$ cat config.mk
export PLATFORM = sky130hd
export DESIGN_NAME = sram_rw_port_initiator
export DESIGN_NICKNAME = d
export VERILOG_FILES = /design/src/rtl/sram_rw_port_initiator.sv
export SDC_FILE = /design/constraint.sdc
export NUM_CORES = 1
export LEC_CHECK = 0
export ABC_AREA = 1
export BUFFER_PORTS_ARGS = -buffer_cell sky130_fd_sc_hd__buf_2
export CAP_MARGIN = 20
export CORE_AREA = 2 2 148 150
export CTS_BUF_LIST = sky130_fd_sc_hd__clkbuf_2 sky130_fd_sc_hd__clkbuf_4 sky130_fd_sc_hd__clkbuf_8
export DETAILED_ROUTE_END_ITERATION = 10
export DIE_AREA = 0 0 150 152
export PLACE_DENSITY_LB_ADDON = 0.3
export SLEW_MARGIN = 20
export SYNTH_ARGS = -nofsm -noshare
export SYNTH_HDL_FRONTEND = slang
export SYNTH_SLANG_ARGS = --single-unit
$ cat constraint.sdc
create_clock -name clock -period 11 [get_ports clock]
set_clock_uncertainty 0.05 [all_clocks]
set_input_delay 0 -clock clock [delete_from_list [all_inputs] [get_ports clock]]
set_output_delay 0 -clock clock [all_outputs]
set_load 0.02 [all_outputs]
$ cat src/rtl/sram_rw_port_initiator.sv
// -----------------------------------------------------------------------------
// sram_rw_port_initiator
//
// This is the initiator-side controller for a single-port (1RW) OpenRAM macro
// wrapper that uses the RW0_* interface.
//   - It turns a valid/ready request stream into RW0 port cycles.
//   - It returns read data, in request order, on a backpressured response stream.
//   - After reset it sweeps the whole array and writes zeros, unless
//     INIT_ENABLE=0.
//
// Ports
//   clock, reset_n        single clock; asynchronous active-low reset
//   req_valid/req_ready   request handshake
//   req_write             1 = write, 0 = read
//   req_addr              word address
//   req_wdata             write data
//   req_wmask             per-lane write enable
//   resp_valid/resp_ready response handshake
//   resp_rdata            read data, returned in request order
//   init_done             high once the zero-fill sweep has finished
//   RW0_*                 macro port; RW0_rdata is valid the cycle after a read edge
// -----------------------------------------------------------------------------
module sram_rw_port_initiator #(
  parameter int ADDR_W      = 6,
  parameter int DATA_W      = 88,
  parameter int MASK_W      = 4,
  parameter int RESP_DEPTH  = 2,
  parameter int INIT_ENABLE = 1
) (
  input  logic              clock,
  input  logic              reset_n,
  input  logic              req_valid,
  output logic              req_ready,
  input  logic              req_write,
  input  logic [ADDR_W-1:0] req_addr,
  input  logic [DATA_W-1:0] req_wdata,
  input  logic [MASK_W-1:0] req_wmask,
  output logic              resp_valid,
  input  logic              resp_ready,
  output logic [DATA_W-1:0] resp_rdata,
  output logic              init_done,
  output logic              RW0_clk,
  output logic              RW0_en,
  output logic              RW0_wmode,
  output logic [ADDR_W-1:0] RW0_addr,
  output logic [DATA_W-1:0] RW0_wdata,
  output logic [MASK_W-1:0] RW0_wmask,
  input  logic [DATA_W-1:0] RW0_rdata
);

  localparam int PTR_W = $clog2(RESP_DEPTH);
  localparam int CNT_W = PTR_W + 1;
  localparam logic [ADDR_W-1:0] LAST_ADDR = '1;

  typedef enum logic {S_INIT, S_RUN} state_t;
  localparam state_t RESET_STATE = (INIT_ENABLE != 0) ? S_INIT : S_RUN;

  state_t              r_state;
  state_t              w_state_nxt;
  logic [ADDR_W-1:0]   r_init_addr;
  logic                r_init_done;
  logic                r_rd_pend;
  logic [PTR_W-1:0]    r_wr_ptr;
  logic [PTR_W-1:0]    r_rd_ptr;
  logic [CNT_W-1:0]    r_count;
  logic [DATA_W-1:0]   r_fifo_mem [RESP_DEPTH];

  logic                w_req_ready;
  logic                w_acc;
  logic                w_en;
  logic                w_wmode;
  logic [ADDR_W-1:0]   w_addr;
  logic [DATA_W-1:0]   w_wdata;
  logic [MASK_W-1:0]   w_wmask;
  logic                w_push;
  logic                w_pop;
  logic [CNT_W:0]      w_occ;
  logic                w_space;

  assign w_pop  = resp_valid & resp_ready;
  assign w_push = r_rd_pend;

  // A read is accepted only when a FIFO slot is available for its data.
  // A read still in flight in the macro also occupies a slot. A slot being
  // popped in this same cycle counts as free.
  assign w_occ   = {1'b0, r_count} + {{CNT_W{1'b0}}, r_rd_pend} - {{CNT_W{1'b0}}, w_pop};
  assign w_space = w_occ < (CNT_W + 1)'(RESP_DEPTH);

  // NOTE: every signal gets a default before the case statement, so no path can leave one unassigned and infer a latch.
  always_comb begin
    w_state_nxt = r_state;
    w_req_ready = 1'b0;
    w_acc       = 1'b0;
    w_en        = 1'b0;
    w_wmode     = 1'b0;
    w_addr      = req_addr;
    w_wdata     = req_wdata;
    w_wmask     = req_wmask;
    case (r_state)
      S_INIT: begin
        w_en    = 1'b1;
        w_wmode = 1'b1;
        w_addr  = r_init_addr;
        w_wdata = '0;
        w_wmask = '1;
        if (r_init_addr == LAST_ADDR) w_state_nxt = S_RUN;
      end
      S_RUN: begin
        w_req_ready = req_write | w_space;
        w_acc       = req_valid & w_req_ready;
        w_en        = w_acc;
        w_wmode     = w_acc & req_write;
      end
      default: w_state_nxt = RESET_STATE;
    endcase
    // The port stays quiet and no request is taken while reset is held.
    if (!reset_n) begin
      w_req_ready = 1'b0;
      w_acc       = 1'b0;
      w_en        = 1'b0;
      w_wmode     = 1'b0;
    end
  end

  // NOTE: sequential state uses non-blocking assignments only, so every register samples pre-edge values.
  always_ff @(posedge clock or negedge reset_n) begin
    if (!reset_n) begin
      r_state     <= RESET_STATE;
      r_init_addr <= '0;
      r_init_done <= 1'b0;
      r_rd_pend   <= 1'b0;
      r_wr_ptr    <= '0;
      r_rd_ptr    <= '0;
      r_count     <= '0;
    end else begin
      r_state <= w_state_nxt;
      if (r_state == S_INIT) r_init_addr <= r_init_addr + 1'b1;
      // init_done goes high at the same edge that enters RUN.
      if (w_state_nxt == S_RUN) r_init_done <= 1'b1;
      r_rd_pend <= w_acc & ~req_write;
      if (w_push) r_wr_ptr <= r_wr_ptr + 1'b1;
      if (w_pop)  r_rd_ptr <= r_rd_ptr + 1'b1;
      r_count <= r_count + CNT_W'(w_push) - CNT_W'(w_pop);
    end
  end

  // NOTE: the FIFO storage has no reset. r_count controls visibility, so stale entries are never presented.
  always_ff @(posedge clock) begin
    if (w_push) r_fifo_mem[r_wr_ptr] <= RW0_rdata;
  end

  assign req_ready  = w_req_ready;
  assign resp_valid = (r_count != '0);
  assign resp_rdata = r_fifo_mem[r_rd_ptr];
  assign init_done  = r_init_done;

  assign RW0_clk   = clock;
  assign RW0_en    = w_en;
  assign RW0_wmode = w_wmode;
  assign RW0_addr  = w_addr;
  assign RW0_wdata = w_wdata;
  assign RW0_wmask = w_wmask;

endmodule
# Yosys cells after proc, flatten, opt, wreduce, memory -nomap -nowiden
# Memory sizes are Yosys's and may differ from the RTL's.
# Cells that the tools add are included.
# classes
add_sub_neg	7
n_lt_le_gt_ge	1
n_eq_ne	1
n_mux	15
bitwise	7
reduce_logical	1
# ops
operator	n
2-to-1 mux 88 bit	1
2-to-1 mux 1 bit	10
adder 6 x 1 -> 6 bit, second input constant	1
== test 6 bit, second input constant	1
2-to-1 mux 6 bit	1
AND 1 bit	4
2-to-1 mux 4 bit	1
one-hot mux 1 bit (2 select lines)	2
adder 2 x 1 -> 3 bit	1
< comparator 3 x 2 -> 1 bit, second input constant	1
subtractor 3 x 1 -> 3 bit	1
adder 1 bit, second input constant	2
adder 2 x 1 -> 2 bit	1
inverter 1 bit	2
nonzero test 2 bit	1
subtractor 2 x 1 -> 2 bit	1
bitwise OR 1 bit	1
# totals
regBits	13
ramBits	176
inputBits	191
out_inout_bits	192
word_cells	40
mem_count	1
# mem_list
name	words	word_bits	rd	rd_ports_with_merged_regs	write_ports	line_no	source
r_fifo_mem	2	88	1	0	1	66	logic [DATA_W-1:0] r_fifo_mem [RESP_DEPTH];

# Logic depth before layout (Yosys ltp)
# Gate-level depths: netlist of run 1.
# depth
depth_word	9
ltp_mapped	15
mapped_depth_nobuf	15

==> metrics.cfg, run 1 <==
[outcome]
status=completed

[synth]
synth_cell_types=21
ys_seq_elements=189
seq_area_frac_synth_pct=71.2
ys.flop_type=edfxtp_1
yosysMostFrequentCell=nand2_1
ys_top_cells_by_area=edfxtp_1 67%, nand2_1 18%, inv_1 5.0%, dfrtp_1 4.1%, buf_2 1.1%
async_reset_ff_share_pct=6.88
synth_area_sq_um=7890
ys_warn_count=0
ys_top_cells_by_count=383 x nand2_1, 176 x edfxtp_1, 106 x inv_1, 18 x buf_2, 13 x dfrtp_1
synth_top_area_share_pct=67.0
synth_nets=937
synth_edf_count=176
synthCells=742
yosysTopAreaCell=edfxtp_1
avgSynthCellArea_sq_um=10.6

[power]
ir_worst_vdd_v=0.000106
combPwrFrac_pct=33.3
swShare_pct=37.4
powerDensity_nw_per_um2=170
seqPwrFrac_pct=41.1
p_int_uw=1210
power_switching_uw=724
pwr-share-clk_pct=25.6
p_leak_uw=0.00599

[worst_setup_path]
crit_fanout=2
cp.arrival_ns=5.88
start_kind=clock port
rrSetupSlack_ns=7.76
end_kind=output pin
cp.required_ns=10.95
crit_type=clk2out

[die]
core_sq_um=21400
die_area_sq_um=22800
die_h_microns=152
rows=54
initial_utilization_pct=36.9
io_pins=383
die_w_microns=150

[timing]
slew_violations=0
rsz0062_at_grt=false
tightest_slew_ns=1.04
setup_viol=0
relSlewSlack_pct=30.7
hold_violations=0
setup_tns_ns=0
worst_slack_ns=5.07

[clock_tree]
cts_tree=built
post_cts_buffers=0
clkSlewWorstSetupHoldPaths_ns=0.10
cts_hold_buf=94
insertion_delay_ns=0.56
cts_resized=0

[global_route]
busiest_layer=met2
overflow=0
grt_pass1_wl_microns=33900
grt_max_degree=109
grt_use_met3_pct=5.53
grt_pass1_vias=6326
use_met2_pct=35.0
grtUsageTotal_pct=19.7
grtUsageMet1_pct=23.3
grt_antenna_before_repair=4

[placement]
numPortBuffers=382
dp_worst_setup_slack_ns=5.31
post-place-cells=1375
dp_hpwl_microns=15700
finalWeightedCongestion=0.864

[layout]
drive_above_1_share_pct=35.3
layout.cells.non_filler=1505
nNetsFinal=1406
final_util_pct=53.3
syn_to_final_growth_pct=44.3

[drt]
remaining_drc_errors=0
ant_nets=0
routed_wl_microns=22900
first_pass_iters=5
vias_per_cell=4.34
drt-wirelength-per-cell_microns=15.2
vias=6526
drt_iter0_drc=430

[hold_path]
min_path_type=in2reg

[flow_run]
cap_violations=0

cells in the final DEF, fill, tap and decap left out:
cell type / instances
inv_8: 3
clkinv_2: 1
nor2_4: 1
xnor2_1: 1
dfrtp_4: 2
clkinv_4: 2
fa_1: 1
nand2_1: 383
dlygate4sd3_1: 94
dfrtp_1: 11
a21oi_1: 2
bufinv_16: 1
clkinvlp_4: 4
inv_1: 105
nor3_4: 1
nor2_1: 2
clkinv_8: 3
diode_2: 1
inv_4: 2
inv_6: 2
buf_4: 3
buf_2: 382
ha_1: 3
nand4_1: 1
nor3_1: 1
o21ai_0: 5
clkbuf_8: 20
or2_2: 5
edfxtp_1: 176
nand3_1: 3
xor2_1: 4
flip-flops by register name (all words and copies together), names as in the netlist:
name         flops
r_init_addr      6
r_rd_pend        1
r_wr_ptr         1
r_state          1
r_rd_ptr         1
r_fifo_mem     176
r_count          2
init_done        1
power by group through the flow:
| stage | Clock (uW) | Combinational [uW] | Sequential, uW |
|---|---|---|---|
| CTS | 510 | 656 | 796 |
| finish | 494 | 645 | 796 |
| floorplan | 10.6 | 407 | 809 |
| global route | 540 | 709 | 797 |
| global placement | 8.49 | 623 | 812 |
| detailed placement | 8.49 | 627 | 812 |
final cells by class:
cell class	count	area [sq um]
Fill cell	1908	9970
Sequential cell	189	5620
Timing Repair Buffer	478	2870
Multi-Input combinational cell	413	1670
Inverter	108	412
Tap cell	280	350
Clock buffer	21	280
Clock inverter	15	178
Antenna cell	1	2.50
logic make-up (layout without fill, tap and decap cells):
group / count (synthesis) / count (layout) / synth area share, %
and+or+nand+nor: 397 / 397 / 19.3
DFF: 189 / 189 / 71.2
buffers and inverters: 140 / 622 / 7.81
AOI/OAI and AO/OA: 7 / 7 / 0.444
xor gates and xnor gates: 5 / 5 / 0.555
adders and majority gates: 4 / 4 / 0.730
other: 0 / 1 / 0
stage by stage:
| step | cell area (sq um) | total power [uW] | hold WS (ns) |
|---|---|---|---|
| 2_1_floorplan | 7890 | 1230 | -0.346 |
| 3_3_place_gp | 9980 | 1440 | -0.113 |
| 3_5_place_dp | 9980 | 1450 | -0.112 |
| 4_1_cts | 11400 | 1960 | 0.0644 |
| 5_1_grt | 11400 | 2050 | 0.0550 |
| 6_report | 11400 | 1940 | 0.105 |
final timing paths:
path                                               endpoint                   from  cells past startpoint
worst min-delay path            r_fifo_mem[0][39]$_DFFE_PP_          RW0_rdata[39]                      2
worst max register to register          r_rd_pend$_DFF_PN0_   r_count[1]$_DFF_PN0_                     15
worst max-delay path                                RW0_clk                  clock                      3
max in group asynchronous                 r_state$_DFF_PN0_                reset_n                      3
min in group asynchronous               r_rd_pend$_DFF_PN0_                reset_n                      3
worst min register to register        init_done$_DFFE_PN0P_  init_done$_DFFE_PN0P_                      1
worst max-delay path, cell delays in order:
cell	delay, ns
clkbuf_8	0.11
clkbuf_8	0.12
buf_2	0.15
metal layers:
| metal | vias up | share of wire [%] |
|---|---|---|
| met3 | 32 | 7.0 |
| li1 | 3238 | - |
| met5 | - | 0 |
| met1 | 2992 | 40 |
| met4 | 0 | 1.5 |
| met2 | 264 | 52 |
(Power assumes the default switching activity.)
==> inputs of run 2 (changes only) <==
- clock period: 11 -> 5.1 ns (I/O delays scaled with it)
==> run 2 against run 1 <==
  * Clock power is 130% higher
  * Combinational power is 120% higher
  * Sequential cell count unchanged
  * Design area up 0.43%
  * Sequential share of layout area decreased by 0.21 points
  * Register-to-register slack got worse by 5.9 ns
  * Sequential power rose by 120%
  * Wire length up 1.9%
  * First-iteration DRC count fell by 3.3%
  * Critical path depth rose by 12
  * Largest power group unchanged
==> metrics.cfg, run 2 (same netlist as run 1, synthesis figures left out) <==
[drt]
first_pass_iters=4  ; -1
routed_wl_microns=23300  ; +1.9%
vias=6614  ; +1.3%
ant_nets=0  ; unchanged
vias_per_cell=4.38  ; +1.1%
drt_iter0_drc=416  ; -3.3%
remaining_drc_errors=0  ; unchanged
drt-wirelength-per-cell_microns=15.5  ; +1.6%

[die]
rows=54  ; unchanged
core_sq_um=21400  ; unchanged
initial_utilization_pct=36.9  ; unchanged
die_h_microns=152  ; unchanged
die_w_microns=150  ; unchanged
die_area_sq_um=22800  ; unchanged
io_pins=383  ; unchanged

[global_route]
overflow=0  ; unchanged
grtUsageTotal_pct=20.0  ; +0.33 points
grt_pass1_wl_microns=34300  ; +1.2%
grt_antenna_before_repair=9  ; +5
grt_pass1_vias=6311  ; -0.24%
grt_max_degree=109  ; unchanged

[worst_setup_path]
end_kind=register
crit_type=reg2reg
cp.required_ns=5.55  ; -5.40 ns
cp.arrival_ns=3.72  ; -2.16 ns
start_kind=register
crit_fanout=3  ; +1

[clock_tree]
insertion_delay_ns=0.55  ; about the same
clkSlewWorstSetupHoldPaths_ns=0.10  ; about the same
cts_tree=built
cts_resized=0  ; unchanged
post_cts_buffers=0  ; unchanged

[power]
p_leak_uw=0.00602  ; +0.49%
powerDensity_nw_per_um2=373  ; +120%
finalPower_uw=4260  ; +120%
ir_worst_vdd_v=0.000405  ; +280%

[layout]
drive_above_1_share_pct=35.3  ; +0.053 points
layout.cells.non_filler=1509  ; +0.27%
largest_register_ffs=176  ; unchanged
syn_to_final_growth_pct=44.9
nNetsFinal=1407  ; +0.071%
final_util_pct=53.5  ; +0.23 points
reg_top3=r_fifo_mem (176), r_init_addr (6), r_count (2)
final_cell_mix=383 x nand2_1, 382 x buf_2, 176 x edfxtp_1, 105 x inv_1, 94 x dlygate4sd3_1
largest_register=r_fifo_mem
layout_commonest_cell=nand2_1

[timing]
setup_viol=0  ; unchanged
hold_violations=0  ; unchanged
relSlewSlack_pct=32.0  ; +1.3 points
rsz0062_at_grt=false
worst_slack_ns=1.83  ; -3.24 ns
tightest_slew_ns=1.02  ; -0.0191 ns
clock.fmax_mhz=306
setup_tns_ns=0  ; unchanged
finalCritPeriodShare_pct=64.1
fin_crit_ns=3.27
slew_violations=0  ; unchanged

[placement]
finalWeightedCongestion=0.858  ; -0.67%
numPortBuffers=382  ; unchanged
post-place-cells=1376  ; +0.073%
dp_worst_setup_slack_ns=2.36  ; -2.95 ns
dp_hpwl_microns=15800  ; +1.0%

[hold_path]
min_path_type=in2reg

[flow_run]
cap_violations=0  ; unchanged

[outcome]
status=completed

-- run 2: changes by cell type in the layout (fill, tap and decap cells not counted), sizes merged --
cell	previous run	this run
clkinvlp	4	2
clkinv	6	5
clkbuf	20	21
bufinv	1	3
buf	385	386
diode	1	4
-- run 2: metal layers --
metal / vias up / share of wire (%) / wire (microns) / global-route usage, %
li1: 3248 / - / - / -
met1: 3058 / 40 / 9420 / 23.7
met2: 272 / 51 / 11800 / 34.6
met3: 36 / 7.1 / 1670 / 5.95
met4: 0 / 1.9 / 439 / 6.74
met5: - / 0 / 0 / 0
-- run 2: where the power goes --
group | switching [uW] | leakage [uW] | internal, uW
clock network | 577 | 0.000243 | 566
registers | 9.40 | 0.00174 | 1710
logic | 963 | 0.00404 | 439
total | 1550 | 0.00602 | 2710
-- run 2: final timing paths --
path	startpoint	to	slack [ns]	depth (start not counted)
max in group asynchronous	reset_n	r_state$_DFF_PN0_	3.91	3
min in group asynchronous	reset_n	r_wr_ptr$_DFFE_PN0P_	0.61	3
worst max-delay path	r_count[1]$_DFF_PN0_	r_rd_pend$_DFF_PN0_	1.83	15
worst min register to register	init_done$_DFFE_PN0P_	init_done$_DFFE_PN0P_	0.44	1
worst max register to register	r_count[1]$_DFF_PN0_	r_rd_pend$_DFF_PN0_	1.83	15
worst min-delay path	RW0_rdata[40]	r_fifo_mem[0][40]$_DFFE_PP_	0.12	2
-- run 2: repair_timing --
action                                  CTS  global route
endpoints found under the setup margin    0             0
hold buffers                             94             0
hold endpoints to repair                193             0
-- run 2: per-stage QoR --
| step | hold slack [ns] | area, sq um |
|---|---|---|
| after global placement | -0.108 | 9990 |
| after detailed placement | -0.114 | 9990 |
| after global routing | 0.0666 | 11400 |
| after floorplan | -0.346 | 7890 |
| final | 0.116 | 11400 |
| after CTS | 0.0754 | 11400 |
-- run 2: final cells by class --
class,instances,area [sq um]
Fill cell,1949,9920
Clock buffer,22,288
Tap cell,280,350
Clock inverter,14,204
Sequential cell,189,5620
Timing Repair Buffer,479,2880
Multi-Input combinational cell,413,1670
Inverter,108,412
Antenna cell,4,10.0
-- run 2: critical path, cell delays in order (launching register included) --
cell and delay, ns:
dfrtp_1 0.43, inv_1 0.08, nand2_1 0.06, nand2_1 0.08, inv_1 0.05, ha_1 0.27
inv_1 0.06, ha_1 0.14, inv_1 0.05, fa_1 0.50, nand3_1 0.10, nand2_1 0.09
nand2_1 0.07, dlygate4sd3_1 0.56, nor2_1 0.08, dlygate4sd3_1 0.54
==> inputs of run 3 (changes only) <==
- clock period: 5.1 -> 3.2 ns (I/O delays scaled with it)
==> run 3 against run 2 <==
  * Final cell count is 0.66% higher
  * Register-to-register slack worse by 1.3 ns
  * Sequential power is 59% higher
==> metrics.cfg, run 3 (same netlist as run 1, synthesis figures left out) <==
[die]
die_area_sq_um=22800  ; unchanged
die_h_microns=152  ; unchanged
initial_utilization_pct=36.9  ; unchanged
rows=54  ; unchanged
core_sq_um=21400  ; unchanged
die_w_microns=150  ; unchanged
io_pins=383  ; unchanged

[layout]
drive_above_1_share_pct=35.7  ; +0.34 points
syn_to_final_growth_pct=45.9
layout_commonest_cell=nand2_1
nNetsFinal=1413  ; +0.43%
final_util_pct=53.9  ; +0.36 points
final_cell_mix=383 x nand2_1, 382 x buf_2, 176 x edfxtp_1, 105 x inv_1, 94 x dlygate4sd3_1
finalInstanceArea_sq_um=11500  ; +0.68%
seq_area_sq_um=5620  ; unchanged
reg_top3=r_fifo_mem (176), r_init_addr (6), r_count (2)
largest_register=r_fifo_mem
multiInputGateArea_sq_um=1670  ; +0.23%
nFillCells=1910  ; -2.0%
largest_register_ffs=176  ; unchanged

[worst_setup_path]
cp.arrival_ns=2.87  ; -0.85 ns
end_kind=output pin
crit_type=reg2out
cp.required_ns=3.15  ; -2.40 ns
crit_fanout=3  ; unchanged
start_kind=register

[placement]
finalWeightedCongestion=0.903  ; +5.2%
dp_hpwl_microns=17500  ; +11%
numPortBuffers=382  ; unchanged
placed_area_sq_um=10100  ; +0.81%
dp_worst_setup_slack_ns=0.751  ; -1.61 ns

[drt]
drt_iter0_drc=382  ; -8.2%
remaining_drc_errors=0  ; unchanged
first_pass_iters=5  ; +1
drt-wirelength-per-cell_microns=16.3  ; +5.3%
ant_nets=0  ; unchanged
routed_wl_microns=24700  ; +6.0%
vias=6697  ; +1.3%
vias_per_cell=4.41  ; +0.59%

[timing]
finalCritPeriodShare_pct=91.4
setup_tns_ns=0  ; unchanged
fin_crit_ns=2.92
worst_slack_ns=0.275  ; -1.55 ns
rsz0062_at_grt=false
tightest_slew_ns=1.02  ; -0.00149 ns
slew_violations=0  ; unchanged
setup_viol=0  ; unchanged
clock.fmax_mhz=342
hold_violations=0  ; unchanged
relSlewSlack_pct=32.1  ; +0.099 points

[global_route]
grt_pass1_wl_microns=35600  ; +3.9%
grt_max_degree=89  ; -18%
grt_pass1_vias=6270  ; -0.65%
overflow=0  ; unchanged
grtUsageTotal_pct=21.2  ; +1.2 points
grt_antenna_before_repair=9  ; unchanged

[outcome]
status=completed

[power]
p_leak_uw=0.00606  ; +0.53%
powerDensity_nw_per_um2=590  ; +58%
ir_worst_vdd_v=0.000418  ; +3.2%
finalPower_uw=6790  ; +59%

[flow_run]
cap_violations=0  ; unchanged

[clock_tree]
insertion_delay_ns=0.56  ; about the same
cts_tree=built
clkSlewWorstSetupHoldPaths_ns=0.10  ; about the same
post_cts_buffers=0  ; unchanged

[hold_path]
min_path_type=in2reg

==> run 3: cell count changes in the layout (fill, tap and decap cells not counted) <==
cell,previous run,this run
diode_2,4,9
buf_12,0,3
buf_4,4,7
clkinv_2,1,3
a21oi_1,2,1
a21oi_2,0,1
clkinv_4,2,1
clkinv_8,2,1
inv_4,2,1
==> run 3: worst max-delay path, cell delays in order, from the launching register on <==
cell	delay, ns
dfrtp_1	0.42
inv_1	0.09
nand2_1	0.07
nand2_1	0.10
inv_1	0.05
ha_1	0.26
inv_1	0.05
ha_1	0.12
inv_1	0.05
fa_1	0.50
nand3_1	0.09
nand2_1	0.08
nand2_1	0.07
a21oi_2	0.18
buf_2	0.19
==> run 3: metrics by stage <==
step / std cells / hold slack [ns]
after floorplan: 742 / -0.346
after global placement: 1382 / -0.119
after detailed placement: 1382 / -0.110
after CTS: 1510 / 0.0767
after global routing: 1515 / 0.0825
final: 1519 / 0.114
==> run 3: metal layers <==
metal	global-route usage, %	routed length [microns]
met1	24.4	9500
met4	7.23	750
met2	37.9	12700
met5	0	0
met3	5.74	1720
==> run 3: power breakdown <==
part           total [uW]  switching [uW]  internal [uW]
clock                1790             901            889
sequential           2730            15.1           2720
combinational        2270            1550            716
total                6790            2470           4320
==> run 3: worst paths after layout <==
check                                              to                   from  cells after the start  slack [ns]
max                                            RW0_en   r_count[1]$_DFF_PN0_                     14        0.28
min                        r_fifo_mem[0][0]$_DFFE_PP_           RW0_rdata[0]                      2        0.11
max reg2reg                       r_rd_pend$_DFF_PN0_   r_count[1]$_DFF_PN0_                     14        0.48
min in group asynchronous  r_init_addr[4]$_DFFE_PN0N_                reset_n                      3        0.58
min reg2reg                     init_done$_DFFE_PN0P_  init_done$_DFFE_PN0P_                      1        0.44
max in group asynchronous           r_state$_DFF_PN0_                reset_n                      3        2.03
==> run 3: what timing repair did <==
item / 4_1_cts / 5_1_grt
hold buffers: 94 / 0
gates resized for setup: 0 / 1
endpoints found under the hold margin: 192 / 0
setup endpoints to repair: 0 / 1
==> run 3: final cells by class <==
class	count	area share [%]
antenna	9	0.196
clock buffer	22	2.50
clock inverter	13	1.60
inverter	108	3.57
multi-input combinational	413	14.5
sequential	189	48.8
tap	280	3.05
timing repair buffer	485	25.7
